==> src/rtl/frequency_band_pkg.sv <==
// Shared types and helpers for the frequency band analyzer:
// state encoding, saturation limits and the per-band match rule.
package frequency_band_pkg;

    typedef enum logic [1:0] {
        IDLE    = 2'd0,
        ARM     = 2'd1,
        MEASURE = 2'd2
    } state_t;

    // Band comparisons run at this width, so TICK_WIDTH must not exceed it.
    localparam int MATCH_WIDTH = 32;

    function automatic logic [63:0] sat_value(input int width);
        return (width >= 64) ? {64{1'b1}} : ((64'd1 << width) - 64'd1);
    endfunction

    function automatic logic band_match(
        input logic [MATCH_WIDTH-1:0] measured,
        input logic [MATCH_WIDTH-1:0] hp,
        input logic [MATCH_WIDTH-1:0] tol
    );
        logic [MATCH_WIDTH-1:0] diff;
        diff = (measured >= hp) ? (measured - hp) : (hp - measured);
        return (hp != '0) && (diff <= tol);
    endfunction

endpackage

==> src/rtl/band_classifier.sv <==
// Combinational priority classifier: finds the lowest-index band whose
// centre/tolerance window contains the measured half-period.
module band_classifier
    import frequency_band_pkg::*;
#(
    parameter int NUM_BANDS  = 4,
    parameter int TICK_WIDTH = 16,
    localparam int IDX_W     = (NUM_BANDS > 1) ? $clog2(NUM_BANDS) : 1
) (
    input  logic [TICK_WIDTH-1:0]           measured,
    input  logic                            saturated,
    input  logic [NUM_BANDS*TICK_WIDTH-1:0] band_half_period,
    input  logic [NUM_BANDS*TICK_WIDTH-1:0] band_tolerance,
    output logic [NUM_BANDS-1:0]            hit,
    output logic [IDX_W-1:0]                band_index,
    output logic                            other
);

    always_comb begin
        hit = '0;
        for (int i = 0; i < NUM_BANDS; i++) begin
            hit[i] = band_match(MATCH_WIDTH'(measured),
                                MATCH_WIDTH'(band_half_period[i*TICK_WIDTH +: TICK_WIDTH]),
                                MATCH_WIDTH'(band_tolerance[i*TICK_WIDTH +: TICK_WIDTH]));
        end
    end

    // Scanning downwards leaves the lowest matching index as the winner.
    always_comb begin
        band_index = '0;
        for (int i = NUM_BANDS - 1; i >= 0; i--) begin
            if (hit[i]) begin
                band_index = IDX_W'(i);
            end
        end
        other = saturated || (hit == '0);
    end

endmodule

==> src/rtl/frequency_band_analyzer.sv <==
// Multi-band half-period analyzer: synchronises sample_data, measures the time between
// edges, classifies each half-period into a band and publishes per-window totals.
module frequency_band_analyzer
    import frequency_band_pkg::*;
#(
    parameter int NUM_BANDS    = 4,
    parameter int TICK_WIDTH   = 16,
    parameter int ACC_WIDTH    = 32,
    parameter int WINDOW_TICKS = 50000000
) (
    input  logic                            clock,
    input  logic                            reset_n,
    input  logic                            enable,
    input  logic                            clear,
    input  logic                            sample_data,
    input  logic [NUM_BANDS*TICK_WIDTH-1:0] band_half_period,
    input  logic [NUM_BANDS*TICK_WIDTH-1:0] band_tolerance,
    output logic [NUM_BANDS*ACC_WIDTH-1:0]  band_ticks,
    output logic [ACC_WIDTH-1:0]            other_ticks,
    output logic                            result_valid,
    output logic                            overflow
);

    localparam int WIN_W = (WINDOW_TICKS > 2) ? $clog2(WINDOW_TICKS) : 1;
    localparam int IDX_W = (NUM_BANDS > 1) ? $clog2(NUM_BANDS) : 1;
    localparam int SUM_W = ((ACC_WIDTH > TICK_WIDTH) ? ACC_WIDTH : TICK_WIDTH) + 1;
    localparam logic [WIN_W-1:0]      WIN_LAST  = WIN_W'(WINDOW_TICKS - 1);
    localparam logic [TICK_WIDTH-1:0] TICK_MAX  = TICK_WIDTH'(sat_value(TICK_WIDTH));
    localparam logic [ACC_WIDTH-1:0]  ACC_MAX   = ACC_WIDTH'(sat_value(ACC_WIDTH));
    localparam logic [SUM_W-1:0]      SUM_LIMIT = SUM_W'(ACC_MAX);

    state_t state, next_state;
    logic sync1, sync2, sync3, sig_edge;
    logic window_run, capture, flush, window_end;
    logic [WIN_W-1:0] window_cnt;
    logic [TICK_WIDTH-1:0] period_cnt, meas_value, cls_value;
    logic meas_valid, cls_valid;
    logic [NUM_BANDS-1:0] band_hit, win_onehot, cls_sel;
    logic [IDX_W-1:0] band_index;
    logic band_other;
    logic [NUM_BANDS-1:0][ACC_WIDTH-1:0] acc_band, band_next;
    logic [ACC_WIDTH-1:0] acc_other, other_next;
    logic sticky, sticky_next;
    logic [SUM_W-1:0] sum;

    assign sig_edge   = sync2 ^ sync3;
    assign flush      = !enable || clear;
    assign window_end = window_run && !flush && (window_cnt == WIN_LAST);

    always_ff @(posedge clock or negedge reset_n) begin
        if (!reset_n) begin
            sync1 <= 1'b0;
            sync2 <= 1'b0;
            sync3 <= 1'b0;
        end else begin
            sync1 <= sample_data;
            sync2 <= sync1;
            sync3 <= sync2;
        end
    end

    always_ff @(posedge clock or negedge reset_n) begin
        if (!reset_n) begin
            state <= IDLE;
        end else begin
            state <= next_state;
        end
    end

    always_comb begin
        next_state = state;
        if (!enable) begin
            next_state = IDLE;
        end else if (clear) begin
            next_state = ARM;
        end else begin
            case (state)
                IDLE:    next_state = ARM;
                ARM:     next_state = sig_edge ? MEASURE : ARM;
                MEASURE: next_state = MEASURE;
                default: next_state = IDLE;
            endcase
        end
    end

    always_comb begin
        window_run = 1'b0;
        capture    = 1'b0;
        case (state)
            ARM:     window_run = 1'b1;
            MEASURE: begin
                window_run = 1'b1;
                capture    = sig_edge;
            end
            default: ;
        endcase
    end

    // The arming edge only starts the count; later edges close a half-period.
    always_ff @(posedge clock or negedge reset_n) begin
        if (!reset_n) begin
            period_cnt <= '0;
        end else if (flush || state == IDLE) begin
            period_cnt <= '0;
        end else if (sig_edge) begin
            period_cnt <= TICK_WIDTH'(1);
        end else if (state == MEASURE && period_cnt != TICK_MAX) begin
            period_cnt <= period_cnt + TICK_WIDTH'(1);
        end
    end

    band_classifier #(
        .NUM_BANDS  (NUM_BANDS),
        .TICK_WIDTH (TICK_WIDTH)
    ) u_classifier (
        .measured         (meas_value),
        .saturated        (meas_value == TICK_MAX),
        .band_half_period (band_half_period),
        .band_tolerance   (band_tolerance),
        .hit              (band_hit),
        .band_index       (band_index),
        .other            (band_other)
    );

    assign win_onehot = band_other ? '0 : ((NUM_BANDS'(1) << band_index) & band_hit);

    always_ff @(posedge clock or negedge reset_n) begin
        if (!reset_n) begin
            meas_valid <= 1'b0;
            meas_value <= '0;
            cls_valid  <= 1'b0;
            cls_value  <= '0;
            cls_sel    <= '0;
        end else if (flush) begin
            meas_valid <= 1'b0;
            meas_value <= '0;
            cls_valid  <= 1'b0;
            cls_value  <= '0;
            cls_sel    <= '0;
        end else begin
            meas_valid <= capture;
            if (capture) begin
                meas_value <= period_cnt;
            end
            cls_valid <= meas_valid;
            cls_value <= meas_value;
            cls_sel   <= win_onehot;
        end
    end

    // An all-zero select means the half-period belongs to "other".
    always_comb begin
        band_next   = acc_band;
        other_next  = acc_other;
        sticky_next = sticky;
        sum         = '0;
        for (int i = 0; i < NUM_BANDS; i++) begin
            if (cls_valid && cls_sel[i]) begin
                sum = SUM_W'(acc_band[i]) + SUM_W'(cls_value);
                if (sum > SUM_LIMIT) begin
                    band_next[i] = ACC_MAX;
                    sticky_next  = 1'b1;
                end else begin
                    band_next[i] = ACC_WIDTH'(sum);
                end
            end
        end
        if (cls_valid && cls_sel == '0) begin
            sum = SUM_W'(acc_other) + SUM_W'(cls_value);
            if (sum > SUM_LIMIT) begin
                other_next  = ACC_MAX;
                sticky_next = 1'b1;
            end else begin
                other_next = ACC_WIDTH'(sum);
            end
        end
    end

    // At the window end the same-cycle add goes into the published set, not the new window.
    always_ff @(posedge clock or negedge reset_n) begin
        if (!reset_n) begin
            acc_band     <= '0;
            acc_other    <= '0;
            sticky       <= 1'b0;
            window_cnt   <= '0;
            band_ticks   <= '0;
            other_ticks  <= '0;
            overflow     <= 1'b0;
            result_valid <= 1'b0;
        end else begin
            result_valid <= 1'b0;
            if (flush || !window_run) begin
                acc_band   <= '0;
                acc_other  <= '0;
                sticky     <= 1'b0;
                window_cnt <= '0;
            end else if (window_end) begin
                band_ticks   <= band_next;
                other_ticks  <= other_next;
                overflow     <= sticky_next;
                result_valid <= 1'b1;
                acc_band     <= '0;
                acc_other    <= '0;
                sticky       <= 1'b0;
                window_cnt   <= '0;
            end else begin
                acc_band   <= band_next;
                acc_other  <= other_next;
                sticky     <= sticky_next;
                window_cnt <= window_cnt + WIN_W'(1);
            end
        end
    end

endmodule
==> config.mk <==
export PLATFORM = sky130hd
export DESIGN_NAME = frequency_band_analyzer
export DESIGN_NICKNAME = d
export VERILOG_FILES = /design/src/rtl/frequency_band_pkg.sv /design/src/rtl/band_classifier.sv /design/src/rtl/frequency_band_analyzer.sv
export SDC_FILE = /design/constraint.sdc
export NUM_CORES = 1
export LEC_CHECK = 0
export CAP_MARGIN = 20
export CORE_UTILIZATION = 34
export CTS_CLUSTER_DIAMETER = 100
export DETAILED_ROUTE_END_ITERATION = 7
export GPL_TIMING_DRIVEN = 0
export SLEW_MARGIN = 20
export SYNTH_ARGS = -nofsm -noshare
export SYNTH_HDL_FRONTEND = slang
export SYNTH_SLANG_ARGS = --single-unit
==> constraint.sdc <==
create_clock -name clock -period 4.74 [get_ports clock]
set_clock_uncertainty 0.15 [all_clocks]
set_input_delay 0.711 -clock clock [delete_from_list [all_inputs] [get_ports clock]]
set_output_delay 0.711 -clock clock [all_outputs]
set_load 0.01 [all_outputs]
==> results of run 1 <==
## cell usage in the layout (no fill, tap or decap), drive strengths merged, types with 94 or more instances in the layout
master,n
a21o,113
a21oi,234
buf,142
clkbuf,119
clkdlybuf4s50,270
dfrtp,408
ha,278
inv,212
nand2,310
nand3,94
nor2,356
o21ai,250
xnor2,101
## routing by layer
metal,vias to the layer above,global-route usage [%]
li1,12650,-
met3,157,3.695
met2,817,36.87
met4,4,6.883
met1,12700,29.64
met5,-,0
## worst paths after layout
path	startpoint	end	depth (start not counted)	slack, ns
worst max register to register	meas_value[0]	cls_sel[3]	20	-0.17
worst max-delay path	meas_value[0]	cls_sel[3]	20	-0.17
worst min-delay path	sync1	sync2	0	0.20
worst min register to register	sync1	sync2	0	0.20
max in group asynchronous	reset_n	meas_value[7]	4	2.53
min in group asynchronous	reset_n	band_ticks[60]	2	0.60
## area by class of cell
| class | instances | area (um2) |
|---|---|---|
| fillers | 8308 | 47590 |
| multi-input cells | 2572 | 17690 |
| flip-flops and latches | 408 | 10230 |
| repair buffers | 371 | 3616 |
| well taps | 1080 | 1351 |
| clock buffers | 61 | 1308 |
| inverters | 214 | 822.0 |
| plain buffers | 122 | 638.1 |
| clock inverters | 24 | 299.0 |
| diodes | 3 | 7.507 |
## flip-flops by register name, summed over array words and instances, names as in the netlist, 4 cells and up
register	flops
acc_band	128
acc_other	32
band_ticks	128
cls_sel	4
cls_value	16
meas_value	16
other_ticks	32
period_cnt	16
window_cnt	26
## per-stage QoR
step | total power [uW] | hold WS, ns | TNS, ns | utilization, %
after global routing | 8512 | 0.2072 | -1.126 | 43.04
after CTS | 8252 | 0.1992 | -0.4839 | 42.39
after floorplan | 4029 | 0.1812 | 0 | -
final | 8202 | 0.1958 | -0.3335 | 43.04
after global placement | 4393 | 0.1828 | -6367.51 | 39.48
after detailed placement | 4404 | 0.1856 | -5.075 | 39.64
## critical path: stages, from the launching register on
cell and delay (ns):
dfrtp_4 0.54, buf_6 0.16, ha_4 0.27, nand4_1 0.19, nor4_4 0.22, a21oi_2 0.10
a21oi_2 0.17, o21a_1 0.22, buf_6 0.18, mux2i_2 0.30, o221ai_2 0.15, a22oi_1 0.24
xnor2_1 0.11, ha_1 0.30, nand2_1 0.10, or4_1 0.47, nand4_1 0.12, o2bb2ai_2 0.15
a211o_4 0.18, or3b_1 0.36, a211oi_2 0.14
## repair_timing
action | CTS | global route
pin swaps | 31 | 38
setup endpoints to repair | 4 | 4
hold buffers | 1 | 0
cloned | 1 | 0
gates resized for setup | 123 | 79
setup buffers | 45 | 25
hold endpoints to repair | 10 | 0
## power by group
part | internal, uW | switching [uW]
Combinational | 391 | 522
Clock | 2280 | 1520
Sequential | 3490 | 5.81
## cell families after synthesis
logic type / share of synthesized area, %
buf+inv: 4.964
simple gates: 17.75
flops: 35.60
compound gates: 20.71
xor+xnor: 5.252
mux: 2.692
fa+ha+maj: 13.03
==> run metrics, run 1 <==
Final Cycle Share 103.5%; Die Ht 292.4 um; Post-synth EDFFs 0; DR iter-0 viols 2060; met3 WL post-DR 6.173 mm; DRT Wirelength 97.83 mm; most common cell in the netlist dfrtp_1; register area share after synthesis 35.60%; WP data arrival 5.26 ns; DRT met1 WL 43.11 mm; RSZ-0062 raised after global routing yes; failing checks setup timing; Pre-Repair DR Iteration Count 6; Clock Pin Slew Worst Setup and Hold Paths 0.07 ns; Max-Cap Viols 0; share of the synthesized area in the top cell type 35.60%; Net Count, Synth 3755; ranking of synthesized cells by area dfrtp_1, ha_1, nor2_1; TritonCTS clock tree yes; drt drc 0; WL met2 45.60 mm; CTS Buf Count 46; Yosys reg bits 408; worst skew pair latency 0.59 ns; top cell type by total area after synthesis dfrtp_1; initial antenna violation count 5; Final Setup Violations 3; FFs w/ async S/R, synth 100.0%; share of cells above drive strength 1 10.26%; Fmax 0.2039 GHz; Syn-to-layout area delta 25.39%; grt ovf 0; Finished Layout Cells 4855; Synth Cell Area 28680 um2; status complete, but fails checks; Hold Path Class flop to flop; H-tree depth 2; Worst setup EP type flop; top sig layer met5; Nets 4159; Initial Util 34.33%; GPL Wtd Cong 0.9285; CP startpoint kind flop; Slew HR 26.16%; Finished Cell Area 35960 um2; Max IR drop VDD 0.2186 mV; Crit Path Max Fanout 5; first-pass GRT wire length 149.2 mm; hpwl dp 71.83 mm; worst slew pin tran 1.108 ns; CTS Sinks 408; P per Cell Area 228.1 nW/um2; placed cell count 4710; clock period minus worst slack 4.905 ns; Pleak 0.01637 uW; routed vias/inst 5.424; Place WS -1.473 ns; largest net degree at the start of global routing 97; worst setup margin -0.1652 ns; CP Class flop to flop; ys flop type dfrtp_1; Cells after Synth 3331; vias post-DR 26.33k; Die ar. 85520 um2; gr usage total 22.29%; die width 292.4 um; Yosys cell types 92; Placed Area 33120 um2; Clock Path Buffers 3; Synth warnings 0; core area 83560 um2; Antenna Nets Post-Route 0; vias in the first global route 25.48k; num rows 106; CP required 5.09 ns; Slew Viols, Final 0; IO buf count 294; final hold viol count 0; top cells by count, synth dfrtp_1, nor2_1, nand2_1; clock root buffer master clkbuf_16; Mean Syn Cell Area 8.610 um2; WL per Instance 20.15 um; io pins 295
No activity file was read; power rests on OpenSTA's default activity.
==> run 2, diff against run 1 <==
clock period = 6.3 ns   (was 4.74 ns; I/O delays follow)
==> run metrics, run 2 (synthesized netlist as in run 1, its figures left out) <==
Worst setup EP type flop (unchanged); vias in the first global route 25.02k (was 25.48k); Syn-to-layout area delta 21.28% (was 25.39%); R2R cell count 20 (unchanged); DRT Wirelength 94.34 mm (was 97.83 mm); IO buf count 294 (unchanged); num rows 106 (unchanged); worst skew pair latency 0.59 ns (about the same); core area 83560 um2 (unchanged); Final Setup Violations 0 (was 3); vias post-DR 25.84k (was 26.33k); H-tree depth 2 (unchanged); clock period minus worst slack 6.003 ns; Hold Path Class input pin to asynchronous set/reset pin (was flop to flop); die width 292.4 um (unchanged); WP data arrival 6.35 ns (was 5.26 ns); Max IR drop VDD 0.1798 mV (was 0.2186 mV); RR Startpoint meas_value[1] (was meas_value[0]); status completed (was complete, but fails checks); final hold viol count 0 (unchanged); io pins 295 (unchanged); Slew HR 25.20% (was 26.16%); Nets 4105 (was 4159); Filler Cell Count 8446 (was 8308); largest net degree at the start of global routing 99 (was 97); routed vias/inst 5.379 (was 5.424); R2R setup slack 0.49 ns (was -0.17 ns); initial antenna violation count 5 (unchanged); CTS Sinks 408 (unchanged); Final Cycle Share 95.29%; Initial Util 34.33% (unchanged); CP required 6.65 ns (was 5.09 ns); Clock Path Buffers 3 (unchanged); worst slew pin tran 1.122 ns (was 1.108 ns); share of cells above drive strength 1 5.729% (was 10.26%); Pre-Repair DR Iteration Count 5 (was 6); Post-CTS Hold Fix Bufs 0 (was 1); FF-to-FF End cls_sel[3] (unchanged); Fmax 0.1666 GHz; most frequent cells in the layout dfrtp_1, nor2_1, nand2_1 (unchanged); largest registers acc_band: 128 flops, band_ticks: 128 flops (unchanged); CP startpoint kind input pin (was flop); TritonCTS clock tree yes (unchanged); DR iter-0 viols 1893 (was 2060); RSZ-0062 raised after global routing no (was yes); clock root buffer master clkbuf_16 (unchanged); commonest non-fill, non-tap cell in the layout dfrtp_1 (unchanged); Die ar. 85520 um2 (unchanged); WL per Instance 19.64 um (was 20.15 um); grt ovf 0 (unchanged); drt drc 0 (unchanged); gr usage total 21.77% (was 22.29%); P per Cell Area 177.3 nW/um2 (was 228.1 nW/um2); first-pass GRT wire length 146.2 mm (was 149.2 mm); hpwl dp 71.31 mm (was 71.83 mm); Die Ht 292.4 um (unchanged); CP Class input pin to flop (was flop to flop); Slew Viols, Final 0 (unchanged); Antenna Nets Post-Route 0 (unchanged); Max-Cap Viols 0 (unchanged); Total Power 6169 uW (was 8202 uW); Crit Path Max Fanout 10 (was 5); GPL Wtd Cong 0.9169 (was 0.9285); Clock Pin Slew Worst Setup and Hold Paths 0.06 ns (was 0.07 ns); setup tns final 0 ns (was -0.3335 ns); CTS Buf Count 46 (unchanged); Pleak 0.01595 uW (was 0.01637 uW)
[run 2: metrics by stage]
step	cell area [um2]	util [%]	setup slack [ns]	hold slack, ns	std cells
floorplan	28680	-	1.203	0.1812	3331
global placement	32980	39.47	-14.31	0.1853	4705
detailed placement	33100	39.62	-0.2497	0.1871	4710
CTS	34740	41.58	0.1785	0.1681	4795
global route	34780	41.62	0.03094	0.1932	4800
finish	34790	41.63	0.2966	0.1605	4804
[run 2: cell type report]
type	instances	area, um2	area share, %
Clock buffer	62	1345	3.867
Timing Repair Buffer	302	3088	8.877
Antenna cell	6	15.01	0.04316
Clock inverter	23	289.0	0.8309
Multi-Input combinational cell	2572	17060	49.04
Tap cell	1080	1351	3.885
Inverter	214	807.0	2.320
Sequential cell	408	10210	29.35
Buffer	137	620.6	1.784
[run 2: power breakdown]
group | internal [uW] | switching, uW
sequential | 2620 | 4.35
combinational | 269 | 368
clock | 1750 | 1160
[run 2: critical path, stage by stage]
cell             delay (ns)
clkdlybuf4s50_1        0.56
inv_1                  0.06
ha_1                   0.27
buf_2                  0.20
nand2_1                0.16
o21ai_1                0.32
nor2_1                 0.11
a21oi_1                0.21
o21a_1                 0.20
buf_4                  0.21
mux2_2                 0.38
a21oi_1                0.26
o21ai_0                0.14
xor2_1                 0.18
ha_1                   0.31
nand2_1                0.08
nor4_1                 0.39
o21ai_0                0.20
nand4_1                0.14
o2bb2ai_1              0.18
a211o_1                0.31
or3b_1                 0.39
a211oi_2               0.14
[run 2: worst max-delay path by stage]
stage | startpoint | endpoint | slack, ns | depth (start not counted)
2_1_floorplan | band_half_period[6] | cls_sel[3] | 1.20 | 21
3_3_place_gp | reset_n | meas_value[8] | -14.31 | 1
3_5_place_dp | band_half_period[28] | cls_sel[3] | -0.25 | 23
4_1_cts | meas_value[0] | cls_sel[3] | 0.18 | 21
5_1_grt | band_half_period[28] | cls_sel[3] | 0.03 | 23
6_report | band_half_period[28] | cls_sel[3] | 0.30 | 23
[run 2: timing repair]
action | 4_1_cts | 5_1_grt
setup buffers | 0 | 3
setup endpoints to repair | 0 | 2
resized for setup | 0 | 4
[run 2: routing by layer]
layer / share of wire, % / up-vias / global-route usage, %
li1: - / 12560 / -
met1: 44 / 12410 / 29.07
met2: 45 / 712 / 34.99
met3: 6.5 / 160 / 3.984
met4: 3.7 / 2 / 8.019
met5: 0.013 / - / 0
